**src/rtl/n4by2_b2_multiplier_seq_if.sv**
```systemverilog
// ---------------------------------------------------------------------------
// n4by2_b2_multiplier_seq_if
// Operand/result bundle for the sequential multiply-add unit x = q*y + r.
//
// Signals:
//   soc     start of conversion (level), driven by the consumer
//   q       quotient operand, N bits
//   y       divisor operand, M bits
//   r       remainder operand, M bits
//   eoc     end of conversion; 1 = idle or result valid
//   x       result q*y + r, N+M bits
//   bad_rem r >= y seen at the last load (only with CHECK_REMAINDER_EN)
//
// Modports:
//   master  the consumer that issues operands and reads the result
//   slave   the multiply-add unit
//
// Optional feature macro: CHECK_REMAINDER_EN
// ---------------------------------------------------------------------------
interface n4by2_b2_multiplier_seq_if #(
  parameter int N = 4,
  parameter int M = 2
);
  logic           soc;
  logic [N-1:0]   q;
  logic [M-1:0]   y;
  logic [M-1:0]   r;
  logic           eoc;
  logic [N+M-1:0] x;
`ifdef CHECK_REMAINDER_EN
  logic           bad_rem;

  modport master (output soc, q, y, r, input eoc, x, bad_rem);
  modport slave  (input soc, q, y, r, output eoc, x, bad_rem);
`else
  modport master (output soc, q, y, r, input eoc, x);
  modport slave  (input soc, q, y, r, output eoc, x);
`endif
endinterface

```
**src/rtl/n4by2_b2_multiplier_seq.sv**
```systemverilog
// ---------------------------------------------------------------------------
// n4by2_b2_multiplier_seq
// Sequential base-2 multiply-add: rebuilds a dividend x = q*y + r from a
// quotient/remainder pair. Shift-and-add, one quotient bit per clock.
//
// Ports:
//   clock   system clock, rising edge
//   reset_  asynchronous active-low reset
//   bus     n4by2_b2_multiplier_seq_if.slave (soc, q, y, r, eoc, x[, bad_rem])
//
// Sequence: IDLE --soc--> CALC (N clocks) --> HOLD --!soc--> IDLE.
// eoc is 1 in IDLE and HOLD; x changes only on the completion edge.
//
// Optional feature macro: CHECK_REMAINDER_EN
//   When defined, bad_rem is registered as (r >= y) at every load edge.
// ---------------------------------------------------------------------------
module n4by2_b2_multiplier_seq #(
  parameter int N = 4,
  parameter int M = 2
) (
  input  logic                          clock,
  input  logic                          reset_,
  n4by2_b2_multiplier_seq_if.slave      bus
);

  localparam int W  = N + M;
  localparam int CW = $clog2(N + 1);

  typedef enum logic [1:0] {
    IDLE = 2'd0,
    CALC = 2'd1,
    HOLD = 2'd2
  } state_t;

  state_t          state_reg;
  state_t          state_next;

  logic [N-1:0]    qreg_reg;
  logic [W-1:0]    acc_reg;
  logic [W-1:0]    mcand_reg;
  logic [W-1:0]    x_reg;
  logic [CW-1:0]   cnt_reg;

  logic            eoc;
  logic            load;
  logic            last_step;
  logic [W-1:0]    acc_step;

  // Accumulator value after the current CALC step. The widest possible sum
  // still fits in W bits, so no carry-out is kept.
  assign acc_step = acc_reg + (qreg_reg[0] ? mcand_reg : '0);

  // ---------------- FSM: state register ----------------
  always_ff @(posedge clock or negedge reset_) begin
    if (!reset_) begin
      state_reg <= IDLE;
    end else begin
      state_reg <= state_next;
    end
  end

  // ---------------- FSM: next-state logic ----------------
  always_comb begin
    state_next = state_reg;
    unique case (state_reg)
      IDLE: if (bus.soc)   state_next = CALC;
      CALC: if (last_step) state_next = HOLD;
      // A soc still held from the previous load must not restart the unit.
      HOLD: if (!bus.soc)  state_next = IDLE;
      default:             state_next = IDLE;
    endcase
  end

  // ---------------- FSM: outputs ----------------
  always_comb begin
    eoc       = 1'b1;
    load      = 1'b0;
    last_step = 1'b0;
    unique case (state_reg)
      IDLE: load = bus.soc;
      CALC: begin
        eoc       = 1'b0;
        // cnt is the number of steps still to run including this one.
        last_step = (cnt_reg == CW'(1));
      end
      HOLD: ;
      default: ;
    endcase
  end

  // ---------------- Datapath ----------------
  always_ff @(posedge clock or negedge reset_) begin
    if (!reset_) begin
      qreg_reg  <= '0;
      acc_reg   <= '0;
      mcand_reg <= '0;
      cnt_reg   <= '0;
      x_reg     <= '0;
    end else if (load) begin
      qreg_reg  <= bus.q;
      acc_reg   <= W'(bus.r);
      mcand_reg <= W'(bus.y);
      cnt_reg   <= CW'(N);
    end else if (state_reg == CALC) begin
      acc_reg   <= acc_step;
      mcand_reg <= mcand_reg << 1;
      qreg_reg  <= qreg_reg >> 1;
      cnt_reg   <= cnt_reg - CW'(1);
      if (last_step) begin
        x_reg <= acc_step;
      end
    end
  end

  assign bus.eoc = eoc;
  assign bus.x   = x_reg;

`ifdef CHECK_REMAINDER_EN
  logic bad_rem_reg;

  // A valid division result always has r < y; y = 0 therefore always flags.
  always_ff @(posedge clock or negedge reset_) begin
    if (!reset_) begin
      bad_rem_reg <= 1'b0;
    end else if (load) begin
      bad_rem_reg <= (bus.r >= bus.y);
    end
  end

  assign bus.bad_rem = bad_rem_reg;
`endif

endmodule

```
**src/flat_wrapper.sv**
```systemverilog
// flat-port wrapper written by rule: the top's interface ports become plain ports
module n4by2_b2_multiplier_seq_flat 
#(
  parameter int N = 4,
  parameter int M = 2
)
  (clock, reset_, bus_soc, bus_q, bus_y, bus_r, bus_eoc, bus_x);
  n4by2_b2_multiplier_seq_if #(.N(N), .M(M)) bus_i ();
  input  logic clock;
  input  logic reset_;
  input wire logic [$bits(bus_i.soc)-1:0] bus_soc;
  input wire logic [$bits(bus_i.q)-1:0] bus_q;
  input wire logic [$bits(bus_i.y)-1:0] bus_y;
  input wire logic [$bits(bus_i.r)-1:0] bus_r;
  output wire logic [$bits(bus_i.eoc)-1:0] bus_eoc;
  output wire logic [$bits(bus_i.x)-1:0] bus_x;
  assign bus_i.soc = bus_soc;
  assign bus_i.q = bus_q;
  assign bus_i.y = bus_y;
  assign bus_i.r = bus_r;
  assign bus_eoc = bus_i.eoc;
  assign bus_x = bus_i.x;
  n4by2_b2_multiplier_seq #(.N(N), .M(M)) u_core (.clock(clock), .reset_(reset_), .bus(bus_i));
endmodule
```
**config.mk**
```make
export PLATFORM = sky130hd
export DESIGN_NAME = n4by2_b2_multiplier_seq_flat
export DESIGN_NICKNAME = d
export VERILOG_FILES = /design/src/rtl/n4by2_b2_multiplier_seq_if.sv /design/src/rtl/n4by2_b2_multiplier_seq.sv /design/src/flat_wrapper.sv
export SDC_FILE = /design/constraint.sdc
export NUM_CORES = 1
export LEC_CHECK = 0
export CAP_MARGIN = 20
export CORE_ASPECT_RATIO = 1.5
export CORE_UTILIZATION = 47
export DETAILED_ROUTE_END_ITERATION = 7
export DONT_BUFFER_PORTS = 1
export PLACE_DENSITY = 0.61
export SYNTH_ARGS = -nofsm -noshare
export SYNTH_HDL_FRONTEND = slang
export SYNTH_SLANG_ARGS = --single-unit
```
**constraint.sdc**
```tcl
create_clock -name clock -period 4.2 [get_ports clock]
set_input_delay 0.42 -clock clock [delete_from_list [all_inputs] [get_ports clock]]
set_output_delay 0.42 -clock clock [all_outputs]
set_load 0.01 [all_outputs]
```
==> impl_metrics.xml, run 1 <==
<?xml version="1.0" encoding="UTF-8"?>
<metrics>
  <group name="setup_path">
    <metric name="critical_path_peak_fanout" unit="">12</metric>
    <metric name="critical_path.reg2reg.endpoint" unit="">u_core.bus.x[3]</metric>
    <metric name="critical-path-top-cell-by-count" unit="">sky130_fd_sc_hd__inv_1</metric>
    <metric name="worst-endpoint-required" unit="ns">3.78</metric>
    <metric name="reg2reg_depth" unit="">4</metric>
    <metric name="timing.critical_path.slowest_stage_cell" unit="">sky130_fd_sc_hd__nor2_1</metric>
    <metric name="cp_cell_sequence" unit="">inv_1 -&gt; nor2_1 -&gt; inv_1</metric>
    <metric name="cp_class" unit="">register to output pin</metric>
    <metric name="worst_setup_path_end_kind" unit="">output pin</metric>
    <metric name="reg2reg_setup_slack" unit="ns">2.06</metric>
    <metric name="critical_path.startpoint_type" unit="">register</metric>
    <metric name="arrival" unit="ns">1.94</metric>
    <metric name="rr_startpoint" unit="">u_core.state_reg[0]</metric>
    <metric name="cpPeakStageDelay" unit="ns">0.64</metric>
  </group>
  <group name="drt">
    <metric name="detail_route.wirelength" unit="um">2580</metric>
    <metric name="drt.antenna.violating_nets" unit="">0</metric>
    <metric name="drtPass1Iterations" unit="">4</metric>
    <metric name="detail_route.iter0.violations" unit="">20</metric>
    <metric name="route.detailed.vias_per_inst" unit="">5.62</metric>
    <metric name="wl_per_cell" unit="um">15.6</metric>
    <metric name="route.detailed.drc" unit="">0</metric>
    <metric name="dr_total_vias" unit="">933</metric>
  </group>
  <group name="clock_tree">
    <metric name="tritoncts" unit="">yes</metric>
    <metric name="worst_skew_pair.late_latency" unit="ns">0.27</metric>
    <metric name="cts.path.max_buffers" unit="">2</metric>
    <metric name="path_clk_slew" unit="ns">0.09</metric>
    <metric name="clock_tree.root_cell" unit="">sky130_fd_sc_hd__clkbuf_8</metric>
    <metric name="cts_setup_buffers" unit="">0</metric>
    <metric name="cts_made_buffers" unit="">3</metric>
    <metric name="htree_levels" unit="">1</metric>
    <metric name="number_of_sinks_driven_by_the_clock_tree" unit="">27</metric>
  </group>
  <group name="timing">
    <metric name="final_count_of_hold_timing_violations" unit="">0</metric>
    <metric name="max_slew.worst_pin.slew" unit="ns">0.790</metric>
    <metric name="finalCriticalPeriod" unit="ns">2.36</metric>
    <metric name="final.setup.tns" unit="ns">0</metric>
    <metric name="rsz_0062_raised_after_global_routing" unit="">no</metric>
    <metric name="setup_viol_count_final" unit="">0</metric>
    <metric name="timing_max_transition_violations_final" unit="">0</metric>
    <metric name="finClkSkew" unit="ns">0.000798</metric>
    <metric name="max_clock_freq" unit="MHz">423</metric>
    <metric name="maxSlewHeadroom" unit="">0.472</metric>
    <metric name="finalCritPeriodShare" unit="">0.563</metric>
    <metric name="fin_hold_ws" unit="ns">0.294</metric>
  </group>
  <group name="floorplanning">
    <metric name="start_util" unit="">0.497</metric>
    <metric name="dieWidth" unit="um">45.5</metric>
    <metric name="pin_count" unit="">18</metric>
    <metric name="fp.dieH" unit="um">67.2</metric>
    <metric name="dieArea" unit="sq um">3050</metric>
    <metric name="coreArea" unit="sq um">2680</metric>
    <metric name="placementRows" unit="">23</metric>
  </group>
  <group name="grt">
    <metric name="grt_pass1_vias" unit="">970</metric>
    <metric name="grt-ovfl-total" unit="">0</metric>
    <metric name="grt_pass1_wl" unit="um">4480</metric>
    <metric name="number_of_antenna_violations_at_the_first_check_in_global_routing" unit="">0</metric>
    <metric name="pin_count_of_the_biggest_net_entering_global_routing" unit="">28</metric>
    <metric name="total_routing_resource_utilization_after_global_routing" unit="">0.204</metric>
  </group>
  <group name="final_layout">
    <metric name="final_util" unit="">0.537</metric>
    <metric name="final_net_count" unit="">149</metric>
    <metric name="n_fill_cell" unit="">252</metric>
    <metric name="antenna_cells_inserted" unit="">0</metric>
    <metric name="final_area" unit="sq um">1440</metric>
    <metric name="final_layout_size_suffix_gt1_frac" unit="">0.0775</metric>
    <metric name="stdcell_count" unit="">166</metric>
    <metric name="area_growth_syn_to_layout" unit="%">7.89</metric>
  </group>
  <group name="synthesis">
    <metric name="syn-instance-count" unit="">127</metric>
    <metric name="synth_cell_types" unit="">26</metric>
    <metric name="synth_area" unit="sq um">1330</metric>
    <metric name="synth_seq_area_share" unit="">0.508</metric>
    <metric name="syn_avg_cell_area" unit="sq um">10.5</metric>
    <metric name="ys.warnings.count" unit="">0</metric>
    <metric name="ys_seq_elements" unit="">27</metric>
    <metric name="synth.net_count" unit="">146</metric>
  </group>
  <group name="power">
    <metric name="leakagePower" unit="nW">0.678</metric>
    <metric name="ir_worst_vdd" unit="uV">314</metric>
    <metric name="cellPowerDensity" unit="nW/um^2">632</metric>
  </group>
  <group name="placement">
    <metric name="detailed_place_hpwl" unit="um">1860</metric>
    <metric name="dp.cells" unit="">160</metric>
    <metric name="postPlaceCellArea" unit="sq um">1360</metric>
    <metric name="finalWeightedCongestion" unit="">0.760</metric>
    <metric name="portBuffers" unit="">0</metric>
  </group>
  <group name="run_status">
    <metric name="run_status" unit="">complete, no violations</metric>
  </group>
  <group name="hold_path">
    <metric name="hold-path-cell-count" unit="">2</metric>
    <metric name="hold_critical_path_endpoint" unit="">u_core.state_reg[1]</metric>
    <metric name="timing.hold.worst.start" unit="">bus_soc</metric>
    <metric name="hp_class" unit="">input port to register</metric>
  </group>
  <group name="run">
    <metric name="max_cap_viol_count" unit="">0</metric>
  </group>
</metrics>
==> layout make-up <==
cell class	count	area (sq um)	share of cell area
clock buffer	3	41.3	0.0287
clock inverter	1	5.00	0.00348
inverter	9	33.8	0.0235
multi-input combinational	87	604	0.421
sequential	27	676	0.470
tap	37	46.3	0.0322
timing repair buffer	2	30.0	0.0209
==> cell usage after synthesis <==
cell type	instances	area, sq um
sky130_fd_sc_hd__o21ai_1	2	10.0
sky130_fd_sc_hd__a22oi_1	6	45.0
sky130_fd_sc_hd__nand2_1	14	52.6
sky130_fd_sc_hd__xnor2_1	2	17.5
sky130_fd_sc_hd__nand3b_1	1	7.51
sky130_fd_sc_hd__nor2_1	2	7.51
sky130_fd_sc_hd__a21oi_1	7	35.0
sky130_fd_sc_hd__o21ai_0	14	70.1
sky130_fd_sc_hd__fa_1	1	20.0
sky130_fd_sc_hd__and2_1	4	25.0
sky130_fd_sc_hd__ha_1	7	87.6
sky130_fd_sc_hd__nand3_2	1	10.0
sky130_fd_sc_hd__o21bai_2	1	11.3
sky130_fd_sc_hd__a21o_1	1	7.51
sky130_fd_sc_hd__nor2b_1	8	50.1
sky130_fd_sc_hd__a22o_1	6	52.6
sky130_fd_sc_hd__inv_1	9	33.8
sky130_fd_sc_hd__a31oi_1	1	6.26
sky130_fd_sc_hd__a311o_1	1	10.0
sky130_fd_sc_hd__clkbuf_1	2	7.51
sky130_fd_sc_hd__buf_2	2	10.0
sky130_fd_sc_hd__xor2_1	3	26.3
sky130_fd_sc_hd__a32o_1	1	10.0
sky130_fd_sc_hd__a2bb2oi_1	1	8.76
sky130_fd_sc_hd__mux2_2	3	33.8
sky130_fd_sc_hd__dfrtp_1	27	676
==> logic make-up (layout without fill, tap and decap cells) <==
family / Yosys count / count (layout) / synth area share
xor+xnor: 5 / 5 / 0.0329
flops: 27 / 27 / 0.508
simple gates: 30 / 30 / 0.115
mux: 3 / 3 / 0.0254
buf+inv: 13 / 15 / 0.0385
fa+ha+maj: 8 / 8 / 0.0808
compound gates: 41 / 41 / 0.200
==> timing repair <==
item | CTS | global route
resized for setup | 0 | 0
hold buffers | 2 | 0
hold endpoints to repair | 27 | 0
==> placed cells by master (no fill, tap or decap), drive strengths merged <==
master and count:
a21o 1, a21oi 7, a22o 6, a22oi 6, a2bb2oi 1, a311o 1
a31oi 1, a32o 1, and2 4, buf 1, clkbuf 3, clkinv 1
dfrtp 27, dlygate4sd3 1, fa 1, ha 7, inv 9, mux2 3
nand2 14, nand3 1, nand3b 1, nor2 2, nor2b 8, o21ai 16
o21bai 1, xnor2 2, xor2 3
==> worst max-delay path, delay by kind of cell, from the launching register on <==
family / cells / cell delay (ns)
flops: 1 / 0.57
buf+inv: 2 / 0.46
simple gates: 1 / 0.64
==> power by group <==
group	switching, mW	internal (mW)	leakage (nW)
logic	0.171	0.131	0.299
registers	0.0989	0.359	0.354
clock network	0.0811	0.0666	0.0255
total	0.351	0.557	0.678
==> how the worst max path moves through the flow <==
stage                              startpoint               to  cells after the start
after floorplan            u_core.qreg_reg[0]  u_core.bus.x[4]                      9
after global placement    u_core.state_reg[0]  u_core.bus.x[0]                      4
after detailed placement  u_core.state_reg[0]  u_core.bus.x[3]                      4
after CTS                 u_core.state_reg[0]          bus_eoc                      3
after global routing      u_core.state_reg[0]          bus_eoc                      3
final                     u_core.state_reg[0]          bus_eoc                      3
==> stage by stage <==
stage                     power [mW]  worst slack, ns
after floorplan                0.686             2.39
after global placement         0.750             2.20
after detailed placement       0.762             2.08
after CTS                      0.919             1.88
after global routing           0.988             1.69
final                          0.908             1.84
==> per-layer routing <==
metal | GRT usage | routed length (um)
met2 | 0.339 | 1360
met3 | 0.0294 | 77
met5 | 0 | 0
met4 | 0.0795 | 36
met1 | 0.260 | 1110
(Power assumes the default switching activity.)
==> run 2, diff against run 1 <==
--- a/config.mk
+++ b/config.mk
@@ -10,7 +10,7 @@
 export CORE_UTILIZATION = 47
 export DETAILED_ROUTE_END_ITERATION = 7
 export DONT_BUFFER_PORTS = 1
-export PLACE_DENSITY = 0.61
+export PLACE_DENSITY = 0.63
 export SYNTH_ARGS = -nofsm -noshare
 export SYNTH_HDL_FRONTEND = slang
 export SYNTH_SLANG_ARGS = --single-unit
==> constraint.sdc (replaced) <==
create_clock -name clock -period 2.1 [get_ports clock]
set_input_delay 0.21 -clock clock [delete_from_list [all_inputs] [get_ports clock]]
set_output_delay 0.21 -clock clock [all_outputs]
set_load 0.01 [all_outputs]
==> run 2 against run 1 <==
Against the previous run:
- sequential share of layout area down 0.45 points
- count of clock-buffer cells in the layout is 1 higher
- sequential cell count is the same
- first-iteration DRC count shrank 15%
- sequential power is 95% higher
- via count down 0.64%
- highest routed layer unchanged
==> impl_metrics.xml, run 2 (same netlist as run 1, synthesis figures left out) <==
<?xml version="1.0" encoding="UTF-8"?>
<metrics>
  <group name="run_status">
    <metric name="run_status" unit="">complete, no violations</metric>
  </group>
  <group name="power">
    <metric name="share_clk_of_total_power" unit="">0.161</metric>
    <metric name="p_sw_frac" unit="">0.383</metric>
    <metric name="ir_worst_vdd" unit="uV">875</metric>
    <metric name="cellPowerDensity" unit="nW/um^2">1280</metric>
    <metric name="leakagePower" unit="nW">0.685</metric>
    <metric name="intPower" unit="mW">1.14</metric>
    <metric name="comb_power_share" unit="">0.356</metric>
    <metric name="power.net_switching" unit="mW">0.709</metric>
    <metric name="power.sequential.fraction" unit="">0.483</metric>
  </group>
  <group name="clock_tree">
    <metric name="path_clk_slew" unit="ns">0.09</metric>
    <metric name="tritoncts" unit="">yes</metric>
    <metric name="htree_levels" unit="">1</metric>
    <metric name="clock_tree.root_cell" unit="">sky130_fd_sc_hd__clkbuf_8</metric>
    <metric name="cts_made_buffers" unit="">3</metric>
    <metric name="worst_skew_pair.late_latency" unit="ns">0.27</metric>
    <metric name="cts.path.max_buffers" unit="">2</metric>
    <metric name="number_of_sinks_driven_by_the_clock_tree" unit="">27</metric>
    <metric name="cts_setup_buffers" unit="">0</metric>
    <metric name="holdBufCountCts" unit="">2</metric>
    <metric name="cts.repair.resized" unit="">0</metric>
  </group>
  <group name="grt">
    <metric name="number_of_antenna_violations_at_the_first_check_in_global_routing" unit="">0</metric>
    <metric name="total_routing_resource_utilization_after_global_routing" unit="">0.189</metric>
    <metric name="grt_pass1_vias" unit="">962</metric>
    <metric name="grt_pass1_wl" unit="um">4170</metric>
    <metric name="pin_count_of_the_biggest_net_entering_global_routing" unit="">28</metric>
    <metric name="grt-ovfl-total" unit="">0</metric>
  </group>
  <group name="drt">
    <metric name="detail_route.iter0.violations" unit="">17</metric>
    <metric name="detail_route.wirelength" unit="um">2500</metric>
    <metric name="drt.antenna.violating_nets" unit="">0</metric>
    <metric name="route.detailed.vias_per_inst" unit="">5.52</metric>
    <metric name="route.detailed.drc" unit="">0</metric>
    <metric name="drtPass1Iterations" unit="">4</metric>
    <metric name="dr_total_vias" unit="">927</metric>
    <metric name="wl_per_cell" unit="um">14.9</metric>
  </group>
  <group name="setup_path">
    <metric name="cp_class" unit="">register to register</metric>
    <metric name="cpPeakStageDelay" unit="ns">0.43</metric>
    <metric name="worst_setup_path_end_kind" unit="">register</metric>
    <metric name="critical-path-top-cell-by-count" unit="">sky130_fd_sc_hd__inv_1</metric>
    <metric name="timing.critical_path.slowest_stage_cell" unit="">sky130_fd_sc_hd__dfrtp_1</metric>
    <metric name="arrival" unit="ns">2.10</metric>
    <metric name="critical_path_peak_fanout" unit="">7</metric>
    <metric name="worst-endpoint-required" unit="ns">2.27</metric>
    <metric name="cp_cell_sequence" unit="">and2_1 -&gt; ha_1 -&gt; inv_1 -&gt; fa_1 -&gt; inv_1 -&gt; a21o_1 -&gt; a21oi_1 -&gt; xnor2_1 -&gt; mux2_2</metric>
    <metric name="critical_path.startpoint_type" unit="">register</metric>
  </group>
  <group name="timing">
    <metric name="max_clock_freq" unit="MHz">517</metric>
    <metric name="finClkSkew" unit="ns">0.00267</metric>
    <metric name="final_count_of_hold_timing_violations" unit="">0</metric>
    <metric name="fin_hold_ws" unit="ns">0.0779</metric>
    <metric name="finalCriticalPeriod" unit="ns">1.94</metric>
    <metric name="max_slew.worst_pin.slew" unit="ns">0.701</metric>
    <metric name="rsz_0062_raised_after_global_routing" unit="">no</metric>
    <metric name="final.setup.worst_slack" unit="ns">0.164</metric>
    <metric name="final.setup.tns" unit="ns">0</metric>
    <metric name="timing_max_transition_violations_final" unit="">0</metric>
    <metric name="maxSlewHeadroom" unit="">0.532</metric>
    <metric name="finalCritPeriodShare" unit="">0.922</metric>
    <metric name="setup_viol_count_final" unit="">0</metric>
  </group>
  <group name="placement">
    <metric name="finalWeightedCongestion" unit="">0.795</metric>
    <metric name="portBuffers" unit="">0</metric>
    <metric name="preCtsSetupSlack" unit="ns">0.183</metric>
    <metric name="dp.cells" unit="">162</metric>
    <metric name="detailed_place_hpwl" unit="um">1820</metric>
  </group>
  <group name="final_layout">
    <metric name="antenna_cells_inserted" unit="">0</metric>
    <metric name="final_util" unit="">0.542</metric>
    <metric name="stdcell_count" unit="">168</metric>
    <metric name="final_net_count" unit="">151</metric>
    <metric name="final_layout_size_suffix_gt1_frac" unit="">0.0840</metric>
    <metric name="mostFrequentLayoutCells" unit="">27 x sky130_fd_sc_hd__dfrtp_1, 14 x sky130_fd_sc_hd__nand2_1, 14 x sky130_fd_sc_hd__o21ai_0</metric>
    <metric name="area_growth_syn_to_layout" unit="%">8.93</metric>
    <metric name="layout.cells.most_common" unit="">sky130_fd_sc_hd__dfrtp_1</metric>
  </group>
  <group name="hold_path">
    <metric name="hp_class" unit="">input port to register</metric>
  </group>
  <group name="floorplanning">
    <metric name="coreArea" unit="sq um">2680</metric>
    <metric name="pin_count" unit="">18</metric>
    <metric name="dieArea" unit="sq um">3050</metric>
    <metric name="placementRows" unit="">23</metric>
    <metric name="dieWidth" unit="um">45.5</metric>
    <metric name="fp.dieH" unit="um">67.2</metric>
    <metric name="start_util" unit="">0.497</metric>
  </group>
  <group name="run">
    <metric name="max_cap_viol_count" unit="">0</metric>
  </group>
</metrics>
## run 2: cell types whose count changed in the layout (fill, tap and decap cells not counted), sizes merged
cell    change
clkbuf      +1
clkinv      -1
buf         +2
## run 2: routing by layer
| metal | global-route usage | wire length, um |
|---|---|---|
| met3 | 0.0348 | 83 |
| met1 | 0.232 | 1120 |
| met5 | 0 | 0 |
| met4 | 0.0758 | 51 |
| met2 | 0.320 | 1250 |
## run 2: worst paths after layout
kind	slack, ns	start	end	cells after the start
worst max register to register	0.16	u_core.qreg_reg[0]	u_core.bus.x[4]	9
max in group asynchronous	1.59	reset_	u_core.cnt_reg[1]	2
min in group asynchronous	0.36	reset_	u_core.bus.x[4]	2
worst max-delay path	0.16	u_core.qreg_reg[0]	u_core.bus.x[4]	9
worst min-delay path	0.08	bus_soc	u_core.state_reg[1]	2
worst min register to register	0.51	u_core.cnt_reg[1]	u_core.cnt_reg[1]	2
## run 2: cell type report
type,count,area [sq um]
sequential,27,676
clock buffer,4,45.0
timing repair buffer,4,45.0
multi-input combinational,87,604
inverter,9,33.8
tap,37,46.3
fill,254,1230
## run 2: power by group through the flow
| stage | Combinational (mW) | Sequential [mW] | Clock, mW |
|---|---|---|---|
| after floorplan | 0.520 | 0.852 | 0 |
| after global placement | 0.627 | 0.901 | 0 |
| after detailed placement | 0.646 | 0.907 | 0 |
| after CTS | 0.669 | 0.895 | 0.303 |
| after global routing | 0.750 | 0.922 | 0.321 |
| final | 0.659 | 0.895 | 0.297 |
## run 2: worst max-delay path: cells and delay by family, from the launching register on
kind	cells	cell delay [ns]
AOI/OAI and AO/OA	2	0.17
xor gates and xnor gates	1	0.14
adders and majority gates	2	0.56
buffers and inverters	2	0.12
DFF	1	0.43
muxes	1	0.26
and+or+nand+nor	1	0.15
## run 2: through the flow
| step | power [mW] | area, sq um |
|---|---|---|
| final | 1.85 | 1450 |
| after global routing | 1.99 | 1450 |
| after global placement | 1.53 | 1380 |
| after CTS | 1.87 | 1450 |
| after detailed placement | 1.55 | 1380 |
| after floorplan | 1.37 | 1330 |
